## src/rtl/io_map_pkg.sv

```systemverilog
// Shared types and the default peripheral address map for the IO router.
package io_map_pkg;

    localparam int ADDR_W = 32;
    localparam int DATA_W = 32;

    typedef struct packed {
        logic [ADDR_W-1:0] base;
        logic [ADDR_W-1:0] limit;
    } io_region_t;

    typedef enum logic [1:0] {
        ST_IDLE   = 2'd0,
        ST_ACCESS = 2'd1,
        ST_RESP   = 2'd2
    } state_t;

    localparam int IO_MAP_N = 4;

    // Index order is priority order: lower index wins on overlap.
    localparam io_region_t IO_MAP [IO_MAP_N] = '{
        '{base: 32'h0200_0000, limit: 32'h03FF_FFFF},   // dmem
        '{base: 32'h0400_0000, limit: 32'h0400_0000},   // gpio0
        '{base: 32'h0400_0004, limit: 32'h0400_0009},   // uart
        '{base: 32'h0400_000A, limit: 32'h0400_000F}    // i2c
    };

    function automatic int idx_width(input int n);
        return (n > 1) ? $clog2(n) : 1;
    endfunction

endpackage

```

## src/rtl/io_region_decode.sv

```systemverilog
// Combinational address decoder: hit flag, one-hot select, region index and region-relative offset.
module io_region_decode
    import io_map_pkg::*;
#(
    parameter int         NUM_IO           = 4,
    parameter io_region_t REGIONS [NUM_IO] = IO_MAP,
    parameter int         IDX_W            = idx_width(NUM_IO)
) (
    input  logic [ADDR_W-1:0] addr,
    output logic              hit,
    output logic [NUM_IO-1:0] onehot,
    output logic [IDX_W-1:0]  idx,
    output logic [ADDR_W-1:0] offset
);

    // Scan from the top down so the lowest matching index is the one left standing.
    always_comb begin
        hit    = 1'b0;
        onehot = '0;
        idx    = '0;
        offset = '0;
        for (int i = NUM_IO - 1; i >= 0; i--) begin
            if ((addr >= REGIONS[i].base) && (addr <= REGIONS[i].limit)) begin
                hit       = 1'b1;
                onehot    = '0;
                onehot[i] = 1'b1;
                idx       = i[IDX_W-1:0];
                offset    = addr - REGIONS[i].base;
            end
        end
    end

endmodule

```

## src/rtl/io_router.sv

```systemverilog
// CPU-to-peripheral router: decodes a request, holds one peripheral access open, returns a one-cycle response.
// Optional access timeout enabled by defining IO_ROUTER_TIMEOUT_EN.
module io_router
    import io_map_pkg::*;
#(
    parameter int         NUM_IO           = 4,
    parameter io_region_t REGIONS [NUM_IO] = IO_MAP,
    parameter int         TIMEOUT          = 255
) (
    input  logic                     clk,
    input  logic                     rst_n,
    input  logic                     req_valid,
    output logic                     req_ready,
    input  logic [ADDR_W-1:0]        req_addr,
    input  logic                     req_we,
    input  logic [DATA_W-1:0]        req_wdata,
    output logic                     rsp_valid,
    output logic [DATA_W-1:0]        rsp_rdata,
    output logic                     rsp_err,
    output logic [NUM_IO-1:0]        io_sel,
    output logic [ADDR_W-1:0]        io_addr,
    output logic                     io_we,
    output logic [DATA_W-1:0]        io_wdata,
    input  logic [NUM_IO*DATA_W-1:0] io_rdata,
    input  logic [NUM_IO-1:0]        io_ready
);

    localparam int IDX_W = idx_width(NUM_IO);

    if (NUM_IO < 1 || NUM_IO > 16 || TIMEOUT < 1 || TIMEOUT > 65535) begin : g_param_check
        $error("io_router: NUM_IO must be 1..16 and TIMEOUT 1..65535");
    end

    state_t              state, state_nxt;
    logic                dec_hit;
    logic [NUM_IO-1:0]   dec_onehot;
    logic [IDX_W-1:0]    dec_idx;
    logic [ADDR_W-1:0]   dec_offset;
    logic [IDX_W-1:0]    sel_idx;
    logic                sel_ready;
    logic                tmo_hit;
    logic [DATA_W-1:0]   rd_slice;

    io_region_decode #(
        .NUM_IO  (NUM_IO),
        .REGIONS (REGIONS),
        .IDX_W   (IDX_W)
    ) u_decode (
        .addr    (req_addr),
        .hit     (dec_hit),
        .onehot  (dec_onehot),
        .idx     (dec_idx),
        .offset  (dec_offset)
    );

    // Only the selected peripheral may complete the access.
    assign sel_ready = |(io_ready & io_sel);
    assign rd_slice  = io_rdata[DATA_W*int'(sel_idx) +: DATA_W];
    assign req_ready = (state == ST_IDLE);
    assign rsp_valid = (state == ST_RESP);

`ifdef IO_ROUTER_TIMEOUT_EN
    localparam int CNT_W = $clog2(TIMEOUT + 1);
    logic [CNT_W-1:0] tmo_cnt;

    always_ff @(posedge clk or negedge rst_n) begin
        if (!rst_n) begin
            tmo_cnt <= '0;
        end else if (state == ST_ACCESS) begin
            tmo_cnt <= tmo_cnt + 1'b1;
        end else begin
            tmo_cnt <= '0;
        end
    end

    // Counter holds the number of ACCESS cycles already completed.
    assign tmo_hit = (state == ST_ACCESS) && (tmo_cnt == CNT_W'(TIMEOUT - 1));
`else
    assign tmo_hit = 1'b0;
`endif

    always_ff @(posedge clk or negedge rst_n) begin
        if (!rst_n) begin
            state <= ST_IDLE;
        end else begin
            state <= state_nxt;
        end
    end

    always_comb begin
        state_nxt = state;
        case (state)
            ST_IDLE:   if (req_valid) state_nxt = dec_hit ? ST_ACCESS : ST_RESP;
            ST_ACCESS: if (sel_ready || tmo_hit) state_nxt = ST_RESP;
            ST_RESP:   state_nxt = ST_IDLE;
            default:   state_nxt = ST_IDLE;
        endcase
    end

    always_ff @(posedge clk or negedge rst_n) begin
        if (!rst_n) begin
            io_sel    <= '0;
            io_addr   <= '0;
            io_we     <= 1'b0;
            io_wdata  <= '0;
            sel_idx   <= '0;
            rsp_err   <= 1'b0;
            rsp_rdata <= '0;
        end else begin
            case (state)
                ST_IDLE: begin
                    if (req_valid) begin
                        io_sel   <= dec_onehot;
                        io_addr  <= dec_offset;
                        io_we    <= req_we;
                        io_wdata <= req_wdata;
                        sel_idx  <= dec_idx;
                        if (!dec_hit) begin
                            rsp_err   <= 1'b1;
                            rsp_rdata <= '0;
                        end
                    end
                end
                ST_ACCESS: begin
                    if (sel_ready) begin
                        io_sel    <= '0;
                        rsp_err   <= 1'b0;
                        rsp_rdata <= io_we ? '0 : rd_slice;
                    end else if (tmo_hit) begin
                        io_sel    <= '0;
                        rsp_err   <= 1'b1;
                        rsp_rdata <= '0;
                    end
                end
                default: io_sel <= '0;
            endcase
        end
    end

endmodule
```

## config.mk

```make
export PLATFORM = sky130hd
export DESIGN_NAME = io_router
export DESIGN_NICKNAME = d
export VERILOG_FILES = /design/src/rtl/io_map_pkg.sv /design/src/rtl/io_region_decode.sv /design/src/rtl/io_router.sv
export SDC_FILE = /design/constraint.sdc
export NUM_CORES = 1
export LEC_CHECK = 0
export BUFFER_PORTS_ARGS = -buffer_cell sky130_fd_sc_hd__clkbuf_2
export CAP_MARGIN = 20
export CORE_MARGIN = 3
export CORE_UTILIZATION = 47
export CTS_BUF_LIST = sky130_fd_sc_hd__clkbuf_8
export DETAILED_ROUTE_END_ITERATION = 10
export GPL_TIMING_DRIVEN = 0
export PLACE_DENSITY = 0.8
export SLEW_MARGIN = 20
export SYNTH_ARGS = -nofsm -noshare
export SYNTH_HDL_FRONTEND = slang
export SYNTH_SLANG_ARGS = --single-unit
```

## constraint.sdc

```tcl
create_clock -name clk -period 2.4 [get_ports clk]
set_clock_uncertainty 0.05 [all_clocks]
set_input_delay 0.12 -clock clk [delete_from_list [all_inputs] [get_ports clk]]
set_output_delay 0.12 -clock clk [all_outputs]
set_load 0.005 [all_outputs]
```

==> results.py, run 1 <==
metrics = {
    "timing": {
        "period_needed_ns": 2.42,
        "fin_hold_ws_ns": 0.0314,
        "worst_pin_slew_ns": 0.657,
        "grt_setup_unrepaired": "yes",
        "fin_crit_sh_pct": 101,
        "setup-tns-final_ns": -0.0323,
        "relSlewSlack_pct": 55.8,
        "max_freq_mhz": 413,
        "setup_viol": 3,
        "drv_slew": 0,
        "setup_ws_ns": -0.0209,
        "hold_violations": 0,
    },
    "synthesis": {
        "synth_edf_count": 0,
        "synth_nets": 797,
        "synth_seq_cells": 106,
        "synth-main-ff-cell": "dfrtp_1",
        "yosys_warnings": 0,
        "seq_area_frac_synth_pct": 44.6,
        "syn_area_mm2": 0.00594,
        "netlist_instances": 584,
        "yosysUniqueCellTypes": 64,
        "avgSynthCellArea_um2": 10.2,
        "async_reset_ff_share_pct": 100,
    },
    "grt": {
        "grt_max_degree": 83,
        "track_usage_pct": 31.2,
        "grt_first_pass_wirelength_um": 34100,
        "grt_antenna_before_repair": 1,
        "grt-ovfl-total": 0,
        "first_global_vias": 6307,
    },
    "worst_setup_path": {
        "required_ns": 2.67,
        "critPathLaunchType": "primary input",
        "crit_fanout": 10,
        "cp_cell_sequence": "clkbuf_2, nor4_1, nand3_2, nor4_2, nand2_1, and3_4, o21ai_4, buf_6, a22o_1",
        "cpMaxStageDelayCell": "nor4_1",
        "rrSetupSlack_ns": 0.18,
        "worstReg2RegStart": "state[0]",
        "worst_ep_arrival_time_ns": 2.69,
        "reg2reg_depth": 7,
        "startpoint": "req_addr[15]",
        "cp_slowest_stage_delay_ns": 0.50,
        "crit_path_end_kind": "flop",
        "timing.rr.end": "io_addr[21]",
        "crit_type": "primary input to flop",
    },
    "cts": {
        "numCtsBuffers": 9,
        "cts_tree": "done",
        "clk_latency_ns": 0.38,
        "clock-sinks": 106,
        "clkSlewWorstSetupHoldPaths_ns": 0.11,
        "cts-root-buf": "clkbuf_8",
        "cts.path.max_buffers": 2,
        "htree_levels": 3,
    },
    "worst_hold_path": {
        "hold_class": "primary input to flop",
        "min_path_cells": 3,
        "min_from": "req_addr[21]",
        "whs_endpoint": "io_addr[21]",
    },
    "detailed_routing": {
        "post_drt_wl_per_cell_um": 19.9,
        "ant_nets": 0,
        "drt_iter0_drc": 564,
        "viasPerCell": 5.69,
        "drtPass1Iterations": 5,
        "via_count": 6381,
        "drt-total-wl_um": 22300,
        "drc": 0,
    },
    "floorplanning": {
        "die_w_um": 118,
        "die_h_um": 118,
        "die_area_mm2": 0.0140,
        "start_util_pct": 48.9,
        "core_area_mm2": 0.0122,
        "placement_rows": 40,
        "ios": 304,
    },
    "pwr": {
        "ir_drop_mv": 0.512,
        "powerDensity_mw_per_mm2": 614,
        "combPwrFrac_pct": 34.2,
        "swShare_pct": 36.4,
        "seqPwrFrac_pct": 44.6,
        "power.switching_w": 0.00189,
        "p_clk_share_pct": 21.2,
        "p_int_w": 0.00329,
        "p_leak_nw": 4.32,
    },
    "layout": {
        "finish.utilization_pct": 69.4,
        "n_fill_cell": 995,
        "design_area_mm2": 0.00844,
        "fin_nets": 1160,
        "syn_to_final_growth_pct": 42.0,
        "drive_gt1_share_pct": 41.4,
    },
    "placed_design": {
        "post_dp_cell_area_mm2": 0.00769,
        "io_buffers": 301,
        "gp_congestion": 0.954,
        "dp_hpwl_um": 16700,
    },
    "job": {
        "maxCapViolations": 0,
    },
    "outcome": {
        "violations": "setup timing",
        "run_status": "finished, violations left",
    },
}
## cells in the mapped netlist, types with 7 or more instances
| library cell | instances | area [um2] |
|---|---|---|
| a21oi_1 | 14 | 70.1 |
| a22o_1 | 34 | 298 |
| clkbuf_1 | 23 | 86.3 |
| dfrtp_1 | 106 | 2650 |
| ha_1 | 13 | 163 |
| inv_1 | 10 | 37.5 |
| mux4_2 | 32 | 721 |
| nand2_1 | 166 | 623 |
| nand3_1 | 13 | 65.1 |
| nand4_1 | 12 | 75.1 |
| nor2_1 | 23 | 86.3 |
| nor3_1 | 8 | 40.0 |
| nor4_1 | 7 | 43.8 |
| o21ai_0 | 21 | 105 |
| o21ai_1 | 8 | 40.0 |
## metal layers
layer	track usage, %	share of wire [%]
met1	36.3	36
met2	53.9	51
met3	6.70	7.7
met4	16.5	5.6
met5	0	0
## power by group through the flow
stage	clock network, W	registers [W]	logic [W]
after global routing	0.00120	0.00236	0.00193
after floorplan	0	0.00237	0.000733
final	0.00110	0.00231	0.00177
after global placement	0	0.00233	0.00162
after detailed placement	0	0.00234	0.00166
after CTS	0.00113	0.00230	0.00172
## cell type report
cell class	count	area [um2]	share of cell area (%)
repair buffers	352	2030	24.0
plain buffers	36	176	2.09
flip-flops and latches	106	2650	31.4
inverters	10	37.5	0.445
clock inverters	6	56.3	0.667
well taps	168	210	2.49
diodes	2	5.00	0.0593
multi-input cells	432	3140	37.2
clock buffers	10	138	1.63
## registers in the layout (all words and copies together), names as in the netlist
name       count
state          2
io_addr       32
io_wdata      32
io_we          1
io_sel         4
rsp_err        1
sel_idx        2
rsp_rdata     32
## per-stage QoR
step                std cells  power, W  setup WS [ns]
floorplan                 584   0.00310         0.0194
global placement         1053   0.00395         -0.716
detailed placement       1054   0.00399         -0.763
CTS                      1116   0.00515         0.0655
global route             1121   0.00549         -0.119
finish                   1122   0.00518        -0.0209
## cell families after synthesis
group	synth area share, %
AND/OR/NAND/NOR	20.9
XOR/XNOR	0.737
flip-flops	44.6
AO/OA/AOI/OAI	14.2
multiplexers	13.4
adder cells (fa/ha/maj)	2.74
buffers and inverters	3.43
## worst max path at each step
stage                     to  depth (start not counted)
5_1_grt          io_addr[27]                          9
4_1_cts          io_addr[27]                         12
2_1_floorplan   rsp_rdata[0]                         11
6_report       rsp_rdata[17]                          9
3_5_place_dp   rsp_rdata[17]                         12
3_3_place_gp   rsp_rdata[17]                         12
## repair_timing
item                       4_1_cts  5_1_grt
setup buffers                    2        4
pin swaps                        1        2
hold endpoints to repair       149        0
setup endpoints to repair       55       48
hold buffers                    44        0
gates resized for setup          3       22
## cells in the final DEF, fill, tap and decap left out, types with 5 or more instances in the layout
| cell | n |
|---|---|
| o21ai_1 | 8 |
| o21ai_0 | 21 |
| clkbuf_2 | 306 |
| dlygate4sd3_1 | 44 |
| nand3_1 | 13 |
| buf_1 | 5 |
| a22o_1 | 34 |
| dfrtp_1 | 106 |
| nand2_1 | 166 |
| mux4_2 | 32 |
| buf_4 | 7 |
| clkbuf_1 | 17 |
| or3_1 | 5 |
| clkbuf_8 | 11 |
| a21oi_1 | 14 |
| inv_1 | 10 |
| mux2i_1 | 5 |
| nor4_1 | 5 |
| nor4_4 | 5 |
| ha_1 | 13 |
| nor3_1 | 8 |
| nand4_1 | 12 |
| nor2_1 | 22 |
## worst max-delay path, delay by kind of cell
kind / cells / cell delay [ns]
and+or+nand+nor: 5 / 1.84
AOI/OAI and AO/OA: 2 / 0.41
buffers and inverters: 2 / 0.31
No activity file was read; power rests on OpenSTA's default activity.
==> inputs of run 2 (changes only) <==
--- a/config.mk
+++ b/config.mk
@@ -5,14 +5,15 @@
 export SDC_FILE = /design/constraint.sdc
 export NUM_CORES = 1
 export LEC_CHECK = 0
+export ABC_AREA = 1
 export BUFFER_PORTS_ARGS = -buffer_cell sky130_fd_sc_hd__clkbuf_2
 export CAP_MARGIN = 20
 export CORE_MARGIN = 3
-export CORE_UTILIZATION = 47
+export CORE_UTILIZATION = 50
 export CTS_BUF_LIST = sky130_fd_sc_hd__clkbuf_8
 export DETAILED_ROUTE_END_ITERATION = 10
 export GPL_TIMING_DRIVEN = 0
-export PLACE_DENSITY = 0.8
+export PLACE_DENSITY = 0.82
 export SLEW_MARGIN = 20
 export SYNTH_ARGS = -nofsm -noshare
 export SYNTH_HDL_FRONTEND = slang
==> results.py, run 2 <==
metrics = {
    "layout": {
        "layout_common_cells": "340 x nand2_1, 305 x clkbuf_2, 213 x nor2_1",
        "syn_to_final_growth_pct": 34.9,
        "fin_nets": 1635,
        "n_fill_cell": 1202,
        "drive_gt1_share_pct": 26.1,
        "diodes": 0,
        "regArea_mm2": 0.00265,
        "reg_top3": "io_addr: 32 flops, io_wdata: 32 flops, rsp_rdata: 32 flops",
        "final_common_cell": "nand2_1",
        "multi_input_area_mm2": 0.00380,
        "final_cells": 1603,
    },
    "worst_setup_path": {
        "cpMaxStageDelayCell": "dlygate4sd3_1",
        "cp_slowest_stage_delay_ns": 0.53,
        "crit_fanout": 10,
        "critPathTopFamily": "simple AND/OR/NAND/NOR gates",
        "crit_type": "primary input to flop",
        "critPathLaunchType": "primary input",
        "timing.rr.end": "io_addr[1]",
        "worst_ep_arrival_time_ns": 2.54,
        "rrSetupSlack_ns": 0.27,
        "cp_cell_sequence": "dlygate4sd3_1, clkbuf_2, nor2_2, nand2_1, nor2_2, nand2_1, nor2_4, nand2_1, nand2_2, nand2_2, buf_6, nand2_2, inv_1, nand2_1, nand2_1, nand3_1, nand2_1",
        "crit_path_end_kind": "flop",
        "reg2reg_depth": 9,
        "worst-path-buf-inv": 4,
        "critical_path.most_common_cell": "nand2_1",
        "required_ns": 2.64,
        "worstReg2RegStart": "state[0]",
    },
    "placed_design": {
        "dp_hpwl_um": 20100,
        "post-place-cells": 1548,
        "pre_cts_slack_ns": -0.0851,
        "io_buffers": 303,
        "gp_congestion": 1.00,
    },
    "grt": {
        "grt_max_degree": 87,
        "top_usage_layer": "met2",
        "grtUsageMet3_pct": 7.27,
        "grt_util_met2_pct": 58.4,
        "use_met1_pct": 39.6,
        "track_usage_pct": 33.3,
        "first_global_vias": 7712,
        "grt_antenna_before_repair": 0,
        "grt_first_pass_wirelength_um": 39100,
        "grt-ovfl-total": 0,
    },
    "timing": {
        "setup_viol": 0,
        "fin_crit_sh_pct": 95.6,
        "setup_ws_ns": 0.106,
        "hold_violations": 0,
        "max_freq_mhz": 436,
        "worst_pin_slew_ns": 0.679,
        "relSlewSlack_pct": 54.8,
        "drv_slew": 0,
        "period_needed_ns": 2.29,
    },
    "synthesis": {
        "yosysMostFrequentCell": "nand2_1",
        "synth_top_area_share_pct": 38.5,
        "yosys_warnings": 0,
        "yosysUniqueCellTypes": 35,
        "seq_area_frac_synth_pct": 38.5,
        "syn_area_mm2": 0.00689,
        "synth_area_leaders": "dfrtp_1 38%, nand2_1 19%, nor2_1 12%",
        "synth_edf_count": 0,
        "async_reset_ff_share_pct": 100,
        "synth-main-ff-cell": "dfrtp_1",
        "synth_area_leader_cell": "dfrtp_1",
        "avgSynthCellArea_um2": 6.46,
        "ys_top_cells_by_count": "341 x nand2_1, 217 x nor2_1, 106 x dfrtp_1, 89 x o21ai_0, 82 x nand3_1",
        "synth_nets": 1281,
        "netlist_instances": 1068,
        "synth_seq_cells": 106,
    },
    "cts": {
        "clk_latency_ns": 0.40,
        "numCtsBuffers": 9,
        "htree_levels": 3,
        "cts.path.max_buffers": 2,
        "clock-sinks": 106,
        "cts_tree": "done",
        "cts-root-buf": "clkbuf_8",
        "clkSlewWorstSetupHoldPaths_ns": 0.11,
    },
    "detailed_routing": {
        "ant_nets": 0,
        "drt_iter0_drc": 658,
        "drc": 0,
        "via_count": 8355,
        "drt-total-wl_um": 26400,
        "post_drt_wl_per_cell_um": 16.5,
        "drtPass1Iterations": 5,
        "viasPerCell": 5.21,
    },
    "floorplanning": {
        "start_util_pct": 51.6,
        "die_area_mm2": 0.0152,
        "die_w_um": 123,
        "core_area_mm2": 0.0133,
        "die_h_um": 123,
        "placement_rows": 42,
        "ios": 304,
    },
    "job": {
        "maxCapViolations": 0,
    },
    "worst_hold_path": {
        "hold_class": "primary input to flop",
        "whs_endpoint": "io_addr[8]",
        "min_from": "req_addr[8]",
        "min_path_cells": 3,
    },
    "pwr": {
        "powerDensity_mw_per_mm2": 692,
        "p_leak_nw": 5.16,
        "power_w": 0.00644,
        "ir_drop_mv": 0.629,
    },
    "outcome": {
        "run_status": "completed",
    },
}
[run 2: cell type report]
class | instances | area share, %
repair buffers | 343 | 20.9
flip-flops and latches | 106 | 28.5
clock buffers | 9 | 1.33
inverters | 62 | 2.50
multi-input cells | 850 | 40.9
plain buffers | 50 | 2.60
well taps | 176 | 2.37
clock inverters | 7 | 0.928
[run 2: worst max path at each step]
| stage | start | to | slack [ns] | cells after the start |
|---|---|---|---|---|
| 2_1_floorplan | req_addr[27] | rsp_rdata[0] | 0.54 | 16 |
| 3_3_place_gp | rst_n | io_addr[7] | -0.34 | 1 |
| 3_5_place_dp | req_addr[27] | io_addr[6] | -0.09 | 13 |
| 4_1_cts | state[0] | io_wdata[24] | 0.07 | 10 |
| 5_1_grt | req_addr[10] | io_addr[16] | -0.005 | 15 |
| 6_report | req_addr[10] | io_addr[1] | 0.11 | 17 |
[run 2: per-layer routing]
layer  vias to the layer above  share of wire (%)
li1                       4096                  -
met1                      3796                 38
met2                       394                 50
met3                        69                8.2
met4                         0                3.8
met5                         -                  0
[run 2: cell families after synthesis]
family	after synthesis	share of synthesized area, %
simple gates	683	40.4
compound gates	146	11.0
buf+inv	112	6.82
flops	106	38.5
fa+ha+maj	13	2.36
xor+xnor	8	1.02
[run 2: power breakdown]
group	total, W	switching, W	internal, W
clock network	0.00114	0.000724	0.000418
registers	0.00254	0.000286	0.00225
logic	0.00276	0.00172	0.00103
total	0.00644	0.00273	0.00371
[run 2: worst reg2reg max path: cells and delay by family, from the launching register on]
| family | cells | cell delay, ns |
|---|---|---|
| simple gates | 6 | 0.82 |
| buf+inv | 2 | 0.65 |
| flops | 1 | 0.42 |
| compound gates | 1 | 0.13 |
[run 2: stage by stage]
stage	setup TNS [ns]	util (%)	area [um2]	hold slack [ns]
global route	-0.00517	69.7	9300	0.0537
CTS	0	69.4	9270	0.000667
finish	0	69.7	9300	0.0265
floorplan	0	-	6890	-0.226
detailed placement	-0.905	64.9	8670	-0.0464
global placement	-36.06	64.7	8630	0.271
[run 2: timing repair]
action | in CTS | in global routing
endpoints found under the hold margin | 143 | 0
hold buffers | 39 | 0
endpoints found under the setup margin | 0 | 80
buffers inserted | 0 | 0
gates resized for setup | 0 | 16
==> inputs of run 3 (changes only) <==
--- a/config.mk
+++ b/config.mk
@@ -10,11 +10,12 @@
 export CAP_MARGIN = 20
 export CORE_MARGIN = 3
 export CORE_UTILIZATION = 50
-export CTS_BUF_LIST = sky130_fd_sc_hd__clkbuf_8
+export CTS_BUF_LIST = sky130_fd_sc_hd__clkbuf_16
 export DETAILED_ROUTE_END_ITERATION = 10
 export GPL_TIMING_DRIVEN = 0
-export PLACE_DENSITY = 0.82
+export PLACE_DENSITY = 0.8
 export SLEW_MARGIN = 20
 export SYNTH_ARGS = -nofsm -noshare
 export SYNTH_HDL_FRONTEND = slang
+export SYNTH_HIERARCHICAL = 1
 export SYNTH_SLANG_ARGS = --single-unit
==> results.py, run 3 <==
metrics = {
    "timing": {
        "period_needed_ns": 2.26,
        "max_freq_mhz": 443,
        "setup-tns-final_ns": 0,
        "fin_hold_ws_ns": 0.0878,
        "fin_crit_sh_pct": 94.0,
        "drv_slew": 0,
        "setup_ws_ns": 0.145,
        "hold_violations": 0,
        "relSlewSlack_pct": 59.8,
        "grt_setup_unrepaired": "no",
        "setup_viol": 0,
        "worst_pin_slew_ns": 0.603,
    },
    "synthesis": {
        "async_reset_ff_share_pct": 100,
        "avgSynthCellArea_um2": 6.25,
        "synth_top_area_share_pct": 34.9,
        "yosys_warnings": 6,
        "ys_top_cells_by_count": "567 x nand2_1, 183 x nor2_1, 106 x dfrtp_1, 93 x nand3_1, 78 x inv_1",
        "yosysUniqueCellTypes": 36,
        "netlist_instances": 1216,
        "synth-main-ff-cell": "dfrtp_1",
        "yosysMostFrequentCell": "nand2_1",
        "seq_area_frac_synth_pct": 34.9,
        "synth_area_leader_cell": "dfrtp_1",
        "synth_seq_cells": 106,
        "synth_area_leaders": "dfrtp_1 35%, nand2_1 28%, nor2_1 9.0%",
        "syn_area_mm2": 0.00760,
        "synth_edf_count": 0,
        "synth_nets": 1429,
    },
    "grt": {
        "first_global_vias": 8330,
        "grt_antenna_before_repair": 0,
        "grt-ovfl-total": 0,
        "grt_max_degree": 84,
        "grt_first_pass_wirelength_um": 41300,
        "track_usage_pct": 31.2,
    },
    "detailed_routing": {
        "post_drt_wl_per_cell_um": 15.5,
        "viasPerCell": 5.10,
        "via_count": 8989,
        "drt-total-wl_um": 27200,
        "drtPass1Iterations": 5,
        "ant_nets": 0,
        "drc": 0,
        "drt_iter0_drc": 592,
    },
    "worst_setup_path": {
        "required_ns": 2.59,
        "crit_path_end_kind": "flop",
        "rrSetupSlack_ns": 0.68,
        "worstReg2RegStart": "sel_idx[1]",
        "crit_fanout": 10,
        "reg2reg_depth": 8,
        "timing.rr.end": "rsp_rdata[20]",
        "setup.worst_path.end": "rsp_rdata[26]",
        "worst_ep_arrival_time_ns": 2.44,
        "startpoint": "req_addr[18]",
        "crit_type": "primary input to flop",
        "critPathLaunchType": "primary input",
    },
    "cts": {
        "cts-root-buf": "clkbuf_16",
        "htree_levels": 3,
        "numCtsBuffers": 9,
        "clock-sinks": 106,
        "clkSlewWorstSetupHoldPaths_ns": 0.08,
        "cts.path.max_buffers": 2,
        "clk_latency_ns": 0.35,
        "cts_tree": "done",
    },
    "outcome": {
        "run_status": "completed",
    },
    "pwr": {
        "ir_drop_mv": 0.362,
        "p_leak_nw": 6.07,
        "powerDensity_mw_per_mm2": 610,
    },
    "placed_design": {
        "io_buffers": 303,
        "post-place-cells": 1704,
        "gp_congestion": 0.946,
        "dp_hpwl_um": 21100,
        "pre_cts_slack_ns": -0.600,
    },
    "worst_hold_path": {
        "min_path_cells": 5,
        "hold_class": "primary input to flop",
    },
    "floorplanning": {
        "die_w_um": 129,
        "placement_rows": 44,
        "start_util_pct": 51.7,
        "die_h_um": 129,
        "die_area_mm2": 0.0167,
        "core_area_mm2": 0.0147,
        "ios": 304,
    },
    "layout": {
        "drive_gt1_share_pct": 28.2,
        "layout_common_cells": "567 x nand2_1, 301 x clkbuf_2, 178 x nor2_1",
        "fin_nets": 1786,
        "final_cells": 1763,
        "reg_top3": "io_addr: 32 flops, io_wdata: 32 flops, rsp_rdata: 32 flops",
        "finish.utilization_pct": 68.7,
        "syn_to_final_growth_pct": 32.9,
        "final_common_cell": "nand2_1",
    },
    "job": {
        "maxCapViolations": 0,
    },
}
[run 3: changes by cell type after synthesis, sizes merged, moves of 5 or more]
cell,change
inv,+31
a21oi,-29
nor3,-5
nand3,+15
nand2,+240
nor2,-22
clkbuf,-21
buf,+22
o21ai,-76
[run 3: worst max-delay path, stage by stage]
cell and delay (ns):
clkbuf_2 0.12, nor2_1 0.25, nand2_1 0.16, nor2_2 0.19, nor2_4 0.06, nor2_4 0.19, nand3_4 0.12, nand2_4 0.11
buf_12 0.15, nand2_2 0.05, inv_2 0.07, nand2_2 0.10, a21oi_4 0.30, nand3_4 0.15, buf_6 0.17, nand2_1 0.07
nand2_1 0.05
[run 3: layout make-up]
type	instances	area (um2)
Antenna cell	1	2.50
Buffer	51	312
Clock buffer	9	225
Clock inverter	7	55.1
Fill cell	1329	4610
Inverter	93	354
Multi-Input combinational cell	966	4310
Sequential cell	106	2650
Tap cell	184	230
Timing Repair Buffer	346	1950
[run 3: stage by stage]
stage | power [W] | instance area, um2
floorplan | 0.00361 | 7600
global placement | 0.00457 | 9340
detailed placement | 0.00463 | 9380
CTS | 0.00610 | 10000
global route | 0.00653 | 10100
finish | 0.00616 | 10100
[run 3: how the worst min path moves through the flow]
| stage | slack, ns | start | to |
|---|---|---|---|
| global route | 0.13 | req_addr[16] | io_addr[16] |
| CTS | 0.07 | req_addr[16] | io_addr[16] |
| finish | 0.09 | req_addr[16] | io_addr[16] |
| global placement | 0.27 | req_wdata[19] | io_wdata[19] |
| detailed placement | -0.03 | rst_n | io_addr[1] |
| floorplan | -0.23 | rst_n | io_addr[0] |
[run 3: repair_timing]
| action | CTS | global route |
|---|---|---|
| pin swaps | 1 | 7 |
| endpoints found under the hold margin | 139 | 0 |
| hold buffers | 34 | 0 |
| resized for setup | 2 | 9 |
| setup endpoints to repair | 34 | 31 |
| buffers inserted | 1 | 7 |
[run 3: kinds of logic after synthesis]
group	Yosys count	synth area share, %
buffers and inverters	144	8.71
DFF	106	34.9
xor gates and xnor gates	9	1.04
AOI/OAI and AO/OA	36	2.67
adders and majority gates	13	2.14
and+or+nand+nor	908	50.5
[run 3: report_power, final]
part	total (W)	internal, W	switching (W)
Clock	0.00140	0.000716	0.000689
Sequential	0.00237	0.00215	0.000224
Combinational	0.00238	0.000925	0.00146
Total	0.00616	0.00379	0.00237
[run 3: layer usage]
layer	vias up	part of all wire, %	track usage (%)	wire (um)
met5	-	0	0	0
met1	4099	38	36.6	10500
met3	95	7.1	5.23	1920
met2	374	49	55.7	13400
met4	0	5.2	14.1	1420
li1	4421	-	-	-
